## src/rtl/mem_wb_stage_pkg.sv

```systemverilog
// rtl/mem_wb_stage_pkg.sv - shared MEM-stage state encoding and MEM/WB bundle types
package mem_wb_stage_pkg;

   localparam int RD_W   = 5;
   localparam int DATA_W = 32;

   typedef enum logic {
      ST_IDLE = 1'b0,
      ST_WAIT = 1'b1
   } mem_state_e;

   typedef struct packed {
      logic              regwr;
      logic [RD_W-1:0]   rd;
      logic [DATA_W-1:0] wrdata;
   } memwb_t;

   localparam memwb_t MEMWB_BUBBLE = '0;

   // Word accesses only: the two byte-offset bits must be zero.
   function automatic logic word_aligned(input logic [1:0] byte_lsb);
      return (byte_lsb == 2'b00);
   endfunction

endpackage

```

## src/rtl/mem_wb_stage_if.sv

```systemverilog
// rtl/mem_wb_stage_if.sv - data-memory request/acknowledge port
interface mem_wb_stage_if
   import mem_wb_stage_pkg::*;
#(
   parameter int AW = 10
);

   logic              mem_req;
   logic              mem_we;
   logic [AW-1:0]     mem_addr;
   logic [DATA_W-1:0] mem_wdata;
   logic [DATA_W-1:0] mem_rdata;
   logic              mem_ack;

   // Pipeline stage side issues requests.
   modport master (
      output mem_req,
      output mem_we,
      output mem_addr,
      output mem_wdata,
      input  mem_rdata,
      input  mem_ack
   );

   // Memory side answers them.
   modport slave (
      input  mem_req,
      input  mem_we,
      input  mem_addr,
      input  mem_wdata,
      output mem_rdata,
      output mem_ack
   );

endinterface

```

## src/rtl/mem_timeout_ctr.sv

```systemverilog
// rtl/mem_timeout_ctr.sv - wait-cycle counter that flags when the bus has hung too long
module mem_timeout_ctr #(
   parameter int TIMEOUT = 16
) (
   input  logic clk,
   input  logic rst_n,
   input  logic clr,
   input  logic en,
   output logic expired
);

   localparam int CW = (TIMEOUT > 1) ? $clog2(TIMEOUT) : 1;

   logic [CW-1:0] cnt;

   // Clear wins over count so every fresh wait starts from zero.
   always_ff @(posedge clk or negedge rst_n) begin
      if (!rst_n) begin
         cnt <= '0;
      end else if (clr) begin
         cnt <= '0;
      end else if (en) begin
         cnt <= cnt + 1'b1;
      end
   end

   assign expired = (cnt == CW'(TIMEOUT - 1));

endmodule

```

## src/rtl/mem_wb_stage.sv

```systemverilog
// rtl/mem_wb_stage.sv - memory-access stage with stall/timeout control and MEM/WB register
module mem_wb_stage
   import mem_wb_stage_pkg::*;
#(
   parameter int TIMEOUT = 16,
   parameter int AW      = 10
) (
   input  logic              clk,
   input  logic              rst_n,
   input  logic              EXMEM_M2R,
   input  logic              EXMEM_RegWr,
   input  logic [DATA_W-1:0] EXMEM_aluout,
   input  logic [DATA_W-1:0] MEMData,
   input  logic [RD_W-1:0]   EXMEM_Rd,
   input  logic              MemWr,
   input  logic              MemR,
   mem_wb_stage_if.master    mem,
   output logic              mem_stall,
   output logic              MEMWB_RegWr,
   output logic [RD_W-1:0]   MEMWB_Rd,
   output logic [DATA_W-1:0] MEMWB_WrData,
   output logic              mem_err
);

   mem_state_e state, state_nxt;
   memwb_t     wb_q, wb_nxt, wb_pass, wb_done;
   logic       access, misaligned;
   logic       req, stall, err_set;
   logic       ctr_clr, ctr_en, ctr_expired;

   assign access     = MemR | MemWr;
   assign misaligned = access & ~word_aligned(EXMEM_aluout[1:0]);

   assign wb_pass = '{regwr: EXMEM_RegWr, rd: EXMEM_Rd, wrdata: EXMEM_aluout};
   assign wb_done = '{regwr: EXMEM_RegWr, rd: EXMEM_Rd,
                      wrdata: (EXMEM_M2R ? mem.mem_rdata : EXMEM_aluout)};

   mem_timeout_ctr #(
      .TIMEOUT (TIMEOUT)
   ) u_timeout_ctr (
      .clk     (clk),
      .rst_n   (rst_n),
      .clr     (ctr_clr),
      .en      (ctr_en),
      .expired (ctr_expired)
   );

   // Next state, request/stall strobes and the value MEM/WB captures this cycle.
   always_comb begin
      state_nxt = state;
      wb_nxt    = MEMWB_BUBBLE;
      req       = 1'b0;
      stall     = 1'b0;
      err_set   = 1'b0;
      ctr_clr   = 1'b0;
      ctr_en    = 1'b0;
      case (state)
         ST_IDLE: begin
            if (!access) begin
               wb_nxt = wb_pass;
            end else if (misaligned) begin
               err_set = 1'b1;
            end else begin
               req = 1'b1;
               if (mem.mem_ack) begin
                  wb_nxt = wb_done;
               end else begin
                  state_nxt = ST_WAIT;
                  stall     = 1'b1;
                  ctr_clr   = 1'b1;
               end
            end
         end
         ST_WAIT: begin
            if (!access) begin
               // EX/MEM is frozen while waiting, so this only guards odd upstream behaviour.
               state_nxt = ST_IDLE;
            end else if (ctr_expired) begin
               // Hung bus: drop the request, retire as a bubble and let the pipe move.
               err_set   = 1'b1;
               state_nxt = ST_IDLE;
            end else begin
               req = 1'b1;
               if (mem.mem_ack) begin
                  wb_nxt    = wb_done;
                  state_nxt = ST_IDLE;
               end else begin
                  stall  = 1'b1;
                  ctr_en = 1'b1;
               end
            end
         end
         default: state_nxt = ST_IDLE;
      endcase
   end

   // FSM state register.
   always_ff @(posedge clk or negedge rst_n) begin
      if (!rst_n) begin
         state <= ST_IDLE;
      end else begin
         state <= state_nxt;
      end
   end

   // MEM/WB pipeline register and sticky fault flag.
   always_ff @(posedge clk or negedge rst_n) begin
      if (!rst_n) begin
         wb_q    <= MEMWB_BUBBLE;
         mem_err <= 1'b0;
      end else begin
         wb_q <= wb_nxt;
         if (err_set) begin
            mem_err <= 1'b1;
         end
      end
   end

   // Strobes are masked by reset so an aborted access releases the bus at once.
   assign mem.mem_req   = req & rst_n;
   assign mem.mem_we    = req & MemWr & rst_n;
   assign mem.mem_addr  = EXMEM_aluout[AW+1:2];
   assign mem.mem_wdata = MEMData;
   assign mem_stall     = stall & rst_n;

   assign MEMWB_RegWr  = wb_q.regwr;
   assign MEMWB_Rd     = wb_q.rd;
   assign MEMWB_WrData = wb_q.wrdata;

endmodule

```

## src/flat_wrapper.sv

```systemverilog
// flat-port wrapper written by rule: the top's interface ports become plain ports
module mem_wb_stage_flat import mem_wb_stage_pkg::*;
#(
   parameter int TIMEOUT = 16,
   parameter int AW      = 10
)
  (clk, rst_n, EXMEM_M2R, EXMEM_RegWr, EXMEM_aluout, MEMData, EXMEM_Rd, MemWr, MemR, mem_stall, MEMWB_RegWr, MEMWB_Rd, MEMWB_WrData, mem_err, mem_mem_req, mem_mem_we, mem_mem_addr, mem_mem_wdata, mem_mem_rdata, mem_mem_ack);
  mem_wb_stage_if #(.AW(AW)) mem_i ();
  input  logic clk;
  input  logic rst_n;
  input  logic EXMEM_M2R;
  input  logic EXMEM_RegWr;
  input  logic [DATA_W-1:0] EXMEM_aluout;
  input  logic [DATA_W-1:0] MEMData;
  input  logic [RD_W-1:0] EXMEM_Rd;
  input  logic MemWr;
  input  logic MemR;
  output logic mem_stall;
  output logic MEMWB_RegWr;
  output logic [RD_W-1:0] MEMWB_Rd;
  output logic [DATA_W-1:0] MEMWB_WrData;
  output logic mem_err;
  output wire logic [$bits(mem_i.mem_req)-1:0] mem_mem_req;
  output wire logic [$bits(mem_i.mem_we)-1:0] mem_mem_we;
  output wire logic [$bits(mem_i.mem_addr)-1:0] mem_mem_addr;
  output wire logic [$bits(mem_i.mem_wdata)-1:0] mem_mem_wdata;
  input wire logic [$bits(mem_i.mem_rdata)-1:0] mem_mem_rdata;
  input wire logic [$bits(mem_i.mem_ack)-1:0] mem_mem_ack;
  assign mem_mem_req = mem_i.mem_req;
  assign mem_mem_we = mem_i.mem_we;
  assign mem_mem_addr = mem_i.mem_addr;
  assign mem_mem_wdata = mem_i.mem_wdata;
  assign mem_i.mem_rdata = mem_mem_rdata;
  assign mem_i.mem_ack = mem_mem_ack;
  mem_wb_stage #(.TIMEOUT(TIMEOUT), .AW(AW)) u_core (.clk(clk), .rst_n(rst_n), .EXMEM_M2R(EXMEM_M2R), .EXMEM_RegWr(EXMEM_RegWr), .EXMEM_aluout(EXMEM_aluout), .MEMData(MEMData), .EXMEM_Rd(EXMEM_Rd), .MemWr(MemWr), .MemR(MemR), .mem(mem_i), .mem_stall(mem_stall), .MEMWB_RegWr(MEMWB_RegWr), .MEMWB_Rd(MEMWB_Rd), .MEMWB_WrData(MEMWB_WrData), .mem_err(mem_err));
endmodule
```

## config.mk

```make
export PLATFORM = sky130hd
export DESIGN_NAME = mem_wb_stage_flat
export DESIGN_NICKNAME = d
export VERILOG_FILES = /design/src/rtl/mem_wb_stage_pkg.sv /design/src/rtl/mem_wb_stage_if.sv /design/src/rtl/mem_timeout_ctr.sv /design/src/rtl/mem_wb_stage.sv /design/src/flat_wrapper.sv
export SDC_FILE = /design/constraint.sdc
export NUM_CORES = 1
export LEC_CHECK = 0
export ABC_AREA = 1
export CAP_MARGIN = 5
export CORE_AREA = 2 2 90 92
export DETAILED_ROUTE_END_ITERATION = 8
export DIE_AREA = 0 0 92 94
export GPL_ROUTABILITY_DRIVEN = 0
export PLACE_DENSITY = 0.95
export SLEW_MARGIN = 10
export SYNTH_ARGS = -nofsm -noshare
export SYNTH_HDL_FRONTEND = slang
export SYNTH_HIERARCHICAL = 1
export SYNTH_SLANG_ARGS = --single-unit
```

## constraint.sdc

```tcl
create_clock -name clk -period 3.1 [get_ports clk]
set_input_delay 0.62 -clock clk [delete_from_list [all_inputs] [get_ports clk]]
set_output_delay 0.62 -clock clk [all_outputs]
set_load 0.02 [all_outputs]
```

After elaboration in Yosys (flattened, before gate mapping)
Index checks and enable logic that the tools add are counted.
Widths: inputs -> output; s select.
- input bits: 108
- word-level logic and storage cells: 45
- register bits after elaboration: 44
- output and inout port bits: 84
- multiplexer cells: 27
- add/sub/neg operators: 1
- bitwise logic cells: 8
- reduce and logical (&&, ||, !) cells: 2
- equal/unequal tests: 1
- operator list (cell ; count):
    $mux 38 ; 5
    $pmux 38 s2 ; 1
    $mux 32 ; 1
    $mux 1 ; 15
    $mux 4 ; 2
    $pmux 1 s2 ; 3
    $and 1x1->1 ; 5
    $add 4x1->4 const B ; 1
    $eq 4x4->1 const B ; 1
    $logic_not 2->1 ; 1
    $not 1->1 ; 2
    $reduce_bool 2->1 ; 1
    $or 1x1->1 ; 1

Longest topological paths before layout
- word-level depth: 8
- mapped depth: 11

Cells and area by module
The synthesis kept the hierarchy.
- modules (own cells, without submodules) (module ; cells each ; area an instance (µm²) ; times used ; sequential area each (µm²)):
    mem_wb_stage ; 434 ; 2882.8 ; 1 ; 1001.0
    mem_timeout_ctr ; 26 ; 211.5 ; 1 ; 100.1

Worst setup path before layout
No wires, ideal clock.
- kind: register to output
- start point: register u_core.u_timeout_ctr.cnt[0]
- end point: output mem_mem_req
- buffers on the path: 1
- data arrival time: 1.533 ns
- slack: 0.947 ns
- required time: 2.480 ns
- stages on the path, launching flop included: 10
- cells stage by stage: dfrtp_1 -> ha_1 -> nand2_1 -> nor2_1 -> inv_1 -> nand2_1 -> nand2_4 -> buf_6 -> nand2_1 -> nor2_1
- word-level cells in the longest chain between the ends: 5
- ends and longest elaborated chain (item ; line ; text):
    from (decl) ; mem_timeout_ctr.sv:14 ; logic [CW-1:0] cnt;
    from (signal assigned) ; mem_timeout_ctr.sv:23 ; cnt <= cnt + 1'b1;
    $eq 4x4->1 ; mem_timeout_ctr.sv:27 ; assign expired = (cnt == CW'(TIMEOUT - 1));
    net u_core.ctr_expired ; mem_wb_stage.sv:29 ; logic ctr_clr, ctr_en, ctr_expired;
    $mux 1 ; mem_wb_stage.sv:78 ; end else if (ctr_expired) begin
    $mux 1 ; mem_wb_stage.sv:75 ; if (!access) begin
    $pmux 1 s2 ; mem_wb_stage.sv:57 ; case (state)
    $and 1x1->1 ; mem_wb_stage.sv:120 ; assign mem.mem_req = req & rst_n;
    to (decl) ; flat_wrapper.sv:23 ; output wire logic [$bits(mem_i.mem_req)-1:0] mem_mem_req;
The timed path passes the listed nets, and every way through them passes these cells.

Worst setup path in the final report
- start point: input EXMEM_aluout[0]
- end point: output mem_stall
- word-level cells in the longest chain between the ends: 7
- ends and longest elaborated chain (item ; line ; text):
    from (decl) ; flat_wrapper.sv:13 ; input logic [DATA_W-1:0] EXMEM_aluout;
    $logic_not 2->1 ; mem_wb_stage_pkg.sv:22 ; return (byte_lsb == 2'b00);
    $not 1->1 ; mem_wb_stage.sv:32 ; assign misaligned = access & ~word_aligned(EXMEM_aluout[1:0]);
    $and 1x1->1 ; mem_wb_stage.sv:32 ;
    $mux 1 ; mem_wb_stage.sv:61 ; end else if (misaligned) begin
    $mux 1 ; mem_wb_stage.sv:59 ; if (!access) begin
    $pmux 1 s2 ; mem_wb_stage.sv:57 ;
    $and 1x1->1 ; mem_wb_stage.sv:124 ; assign mem_stall = stall & rst_n;
    to (decl) ; flat_wrapper.sv:18 ; output logic mem_stall;
No other way between the ends.

==> flow_metrics.tcl <==
set metrics [dict create \
    power.switching_mw 0.476 \
    yosysTopAreaCell "dfrtp_1" \
    cts_root_buf "clkbuf_8" \
    final_cell_mix "nand2_1 (131), clkdlybuf4s50_1 (124), nor2_1 (75)" \
    cts_hold_buf 0 \
    drcViolationCount 0 \
    period_share_pct 96.0 \
    ys_types 21 \
    cts.clk_slew.worst_paths_ns 0.08 \
    ff2ff_setup_slack_ns 1.05 \
    fmax_ghz 0.336 \
    postCtsSetupBuffers 0 \
    slowest_delay_ns 0.62 \
    wl_per_cell_um 15.2 \
    path_delay_family "buffers and inverters" \
    cts_sinks 44 \
    drtIter0Drc 163 \
    vias 3176 \
    peakVddDrop_v 0.000170 \
    worstSetupPathDepth 7 \
    cp.required_ns 2.48 \
    dieArea_mm2 0.00865 \
    postSynthAreaPerCell_um2 6.73 \
    tightest_slew_ns 1.08 \
    rsz0062_at_grt "no" \
    min-delay-path-class "in -> async" \
    cp.buffers_inverters 2 \
    grt_max_degree 65 \
    grt_antenna_before_repair 0 \
    num_antenna_cells 0 \
    netlist_instances 460 \
    pin_count 192 \
    p_int_mw 1.00 \
    final_common_cell "nand2_1" \
    period_needed_ns 2.98 \
    final_layout_size_suffix_gt1_share_pct 5.81 \
    reg2reg_to "u_core/u_timeout_ctr/cnt[3]" \
    rr_startpoint "u_core/u_timeout_ctr/cnt[1]" \
    critPathKind "in -> out" \
    start_util_pct 40.7 \
    reg2reg_depth 11 \
    vias_per_cell 4.99 \
    p_per_area_mw_per_mm2 358 \
    startpoint "EXMEM_aluout[0]" \
    track_usage_pct 21.6 \
    clk-insertion-delay-late_ns 0.29 \
    path_cells "clkdlybuf4s50_1 -> nor2_4 -> nand2_2 -> nand2_4 -> nand2_1 -> nor2_1 -> clkdlybuf4s50_1" \
    num_rows 32 \
    postRouteWirelength_um 9680 \
    worstSetupEndpoint "mem_stall" \
    syn_nets 569 \
    synth_warnings 6 \
    die_h_um 94 \
    placed_cell_area_mm2 0.00406 \
    critPathMaxFanout 7 \
    start_kind "input pin" \
    synth_top_area_share_pct 35.6 \
    numPortBuffers 127 \
    skew_ns 0.00669 \
    core_mm2 0.00761 \
    hold_ws_ns 0.441 \
    syn2layout_area_growth_pct 33.7 \
    ys_seq_area_share_pct 35.6 \
    netlist_area_mm2 0.00309 \
    report.final.setup_viol 0 \
    grt_pass1_wl_um 14900 \
    finalNetCount 643 \
    fin_setup_tns_ns 0 \
    drv_cap 0 \
    leakagePower_nw 2.19 \
    die_x_um 92 \
    power_frac_seq_pct 43.7 \
    cts_buffer_depth 2 \
    grt_pass1_vias 3085 \
    tritoncts "built" \
    firstDrtPassIters 6 \
    dp.final_hpwl_um 7070 \
    slowest_stage "clkdlybuf4s50_1" \
    finalHoldViolCount 0 \
    grt_overflow_total 0 \
    stdcell_area_mm2 0.00414 \
    slew_headroom_pct 28.0 \
    endpoint_kind "primary output" \
    cts.htree.levels 2 \
    ant_nets 0 \
    cts_buffers 5 \
    crit_top_cell "clkdlybuf4s50_1" \
    slew_viol_final 0 \
    p_comb_share_pct 33.3 \
    netSwitchingFraction_pct 32.2 \
    worstPathArrival_ns 2.36 \
    ys_ff_latch 44 \
    synth_area_leaders "dfrtp_1 (36%), nand2_1 (16%), buf_4 (11%)" \
    status "finished clean" \
    p_clk_share_pct 22.9 \
]
## cells in the mapped netlist (all sizes together)
| cell | n |
|---|---|
| nand3 | 72 |
| inv | 50 |
| nor2 | 79 |
| nand2 | 134 |
| buf | 62 |
| ha | 1 |
| nor3 | 1 |
| a211oi | 1 |
| a21oi | 4 |
| o21bai | 1 |
| nand4 | 5 |
| clkbuf | 6 |
| dfrtp | 44 |
## per-layer routing
metal,track usage (%),wire (um),vias to the layer above
li1,-,-,1504
met1,22.4,3360,1470
met2,41.5,5240,176
met3,5.14,799,26
met4,9.45,274,0
met5,0,0,-
## registers in the layout, summed over array words and instances, names as in the netlist
signal,flops
u_core/MEMWB_RegWr,1
u_core/MEMWB_WrData,32
u_core/MEMWB_Rd,5
u_core/state,1
u_core/u_timeout_ctr/cnt,4
u_core/mem_err,1
## timing repair
item,CTS,global route
endpoints found under the hold margin,0,0
resized for setup,0,1
setup endpoints to repair,0,1
## how the worst min path moves through the flow
| stage | end | slack, ns | depth (start not counted) |
|---|---|---|---|
| after global routing | u_core/u_timeout_ctr/cnt[1] | 0.49 | 2 |
| after global placement | u_core/mem_err | 0.47 | 1 |
| final | u_core/MEMWB_Rd[0] | 0.44 | 2 |
| after CTS | u_core/MEMWB_WrData[13] | 0.45 | 2 |
| after floorplan | u_core/MEMWB_Rd[0] | 0.32 | 0 |
| after detailed placement | u_core/mem_err | 0.49 | 1 |
## logic make-up after synthesis
| group | Yosys count | share of synthesized area [%] |
|---|---|---|
| buffers and inverters | 118 | 21.9 |
| and+or+nand+nor | 291 | 40.8 |
| AOI/OAI and AO/OA | 6 | 1.25 |
| DFF | 44 | 35.6 |
| adders and majority gates | 1 | 0.404 |
## layout make-up
cell class,instances,area [um^2]
clock buffer,6,72.6
clock inverter,1,5.00
fill,724,3470
inverter,50,188
multi-input combinational,298,1320
sequential,44,1100
tap,102,128
timing repair buffer,135,1320
## power groups by stage
stage	Sequential, mW	Combinational [mW]	Clock, mW
after floorplan	0.701	0.271	0
after global placement	0.654	0.474	0
after detailed placement	0.658	0.493	0
after CTS	0.647	0.495	0.357
after global routing	0.651	0.536	0.378
final	0.647	0.493	0.339
## through the flow
step / instances / setup WS, ns / total power [mW] / utilization, %
final: 636 / 0.123 / 1.48 / 54.4
after global routing: 636 / 0.00488 / 1.57 / 54.4
after detailed placement: 629 / 0.153 / 1.15 / 53.3
after global placement: 629 / 0.168 / 1.13 / 53.3
after floorplan: 460 / 0.947 / 0.972 / -
after CTS: 636 / 0.146 / 1.50 / 54.4
Power figures use the tool's default switching activity.
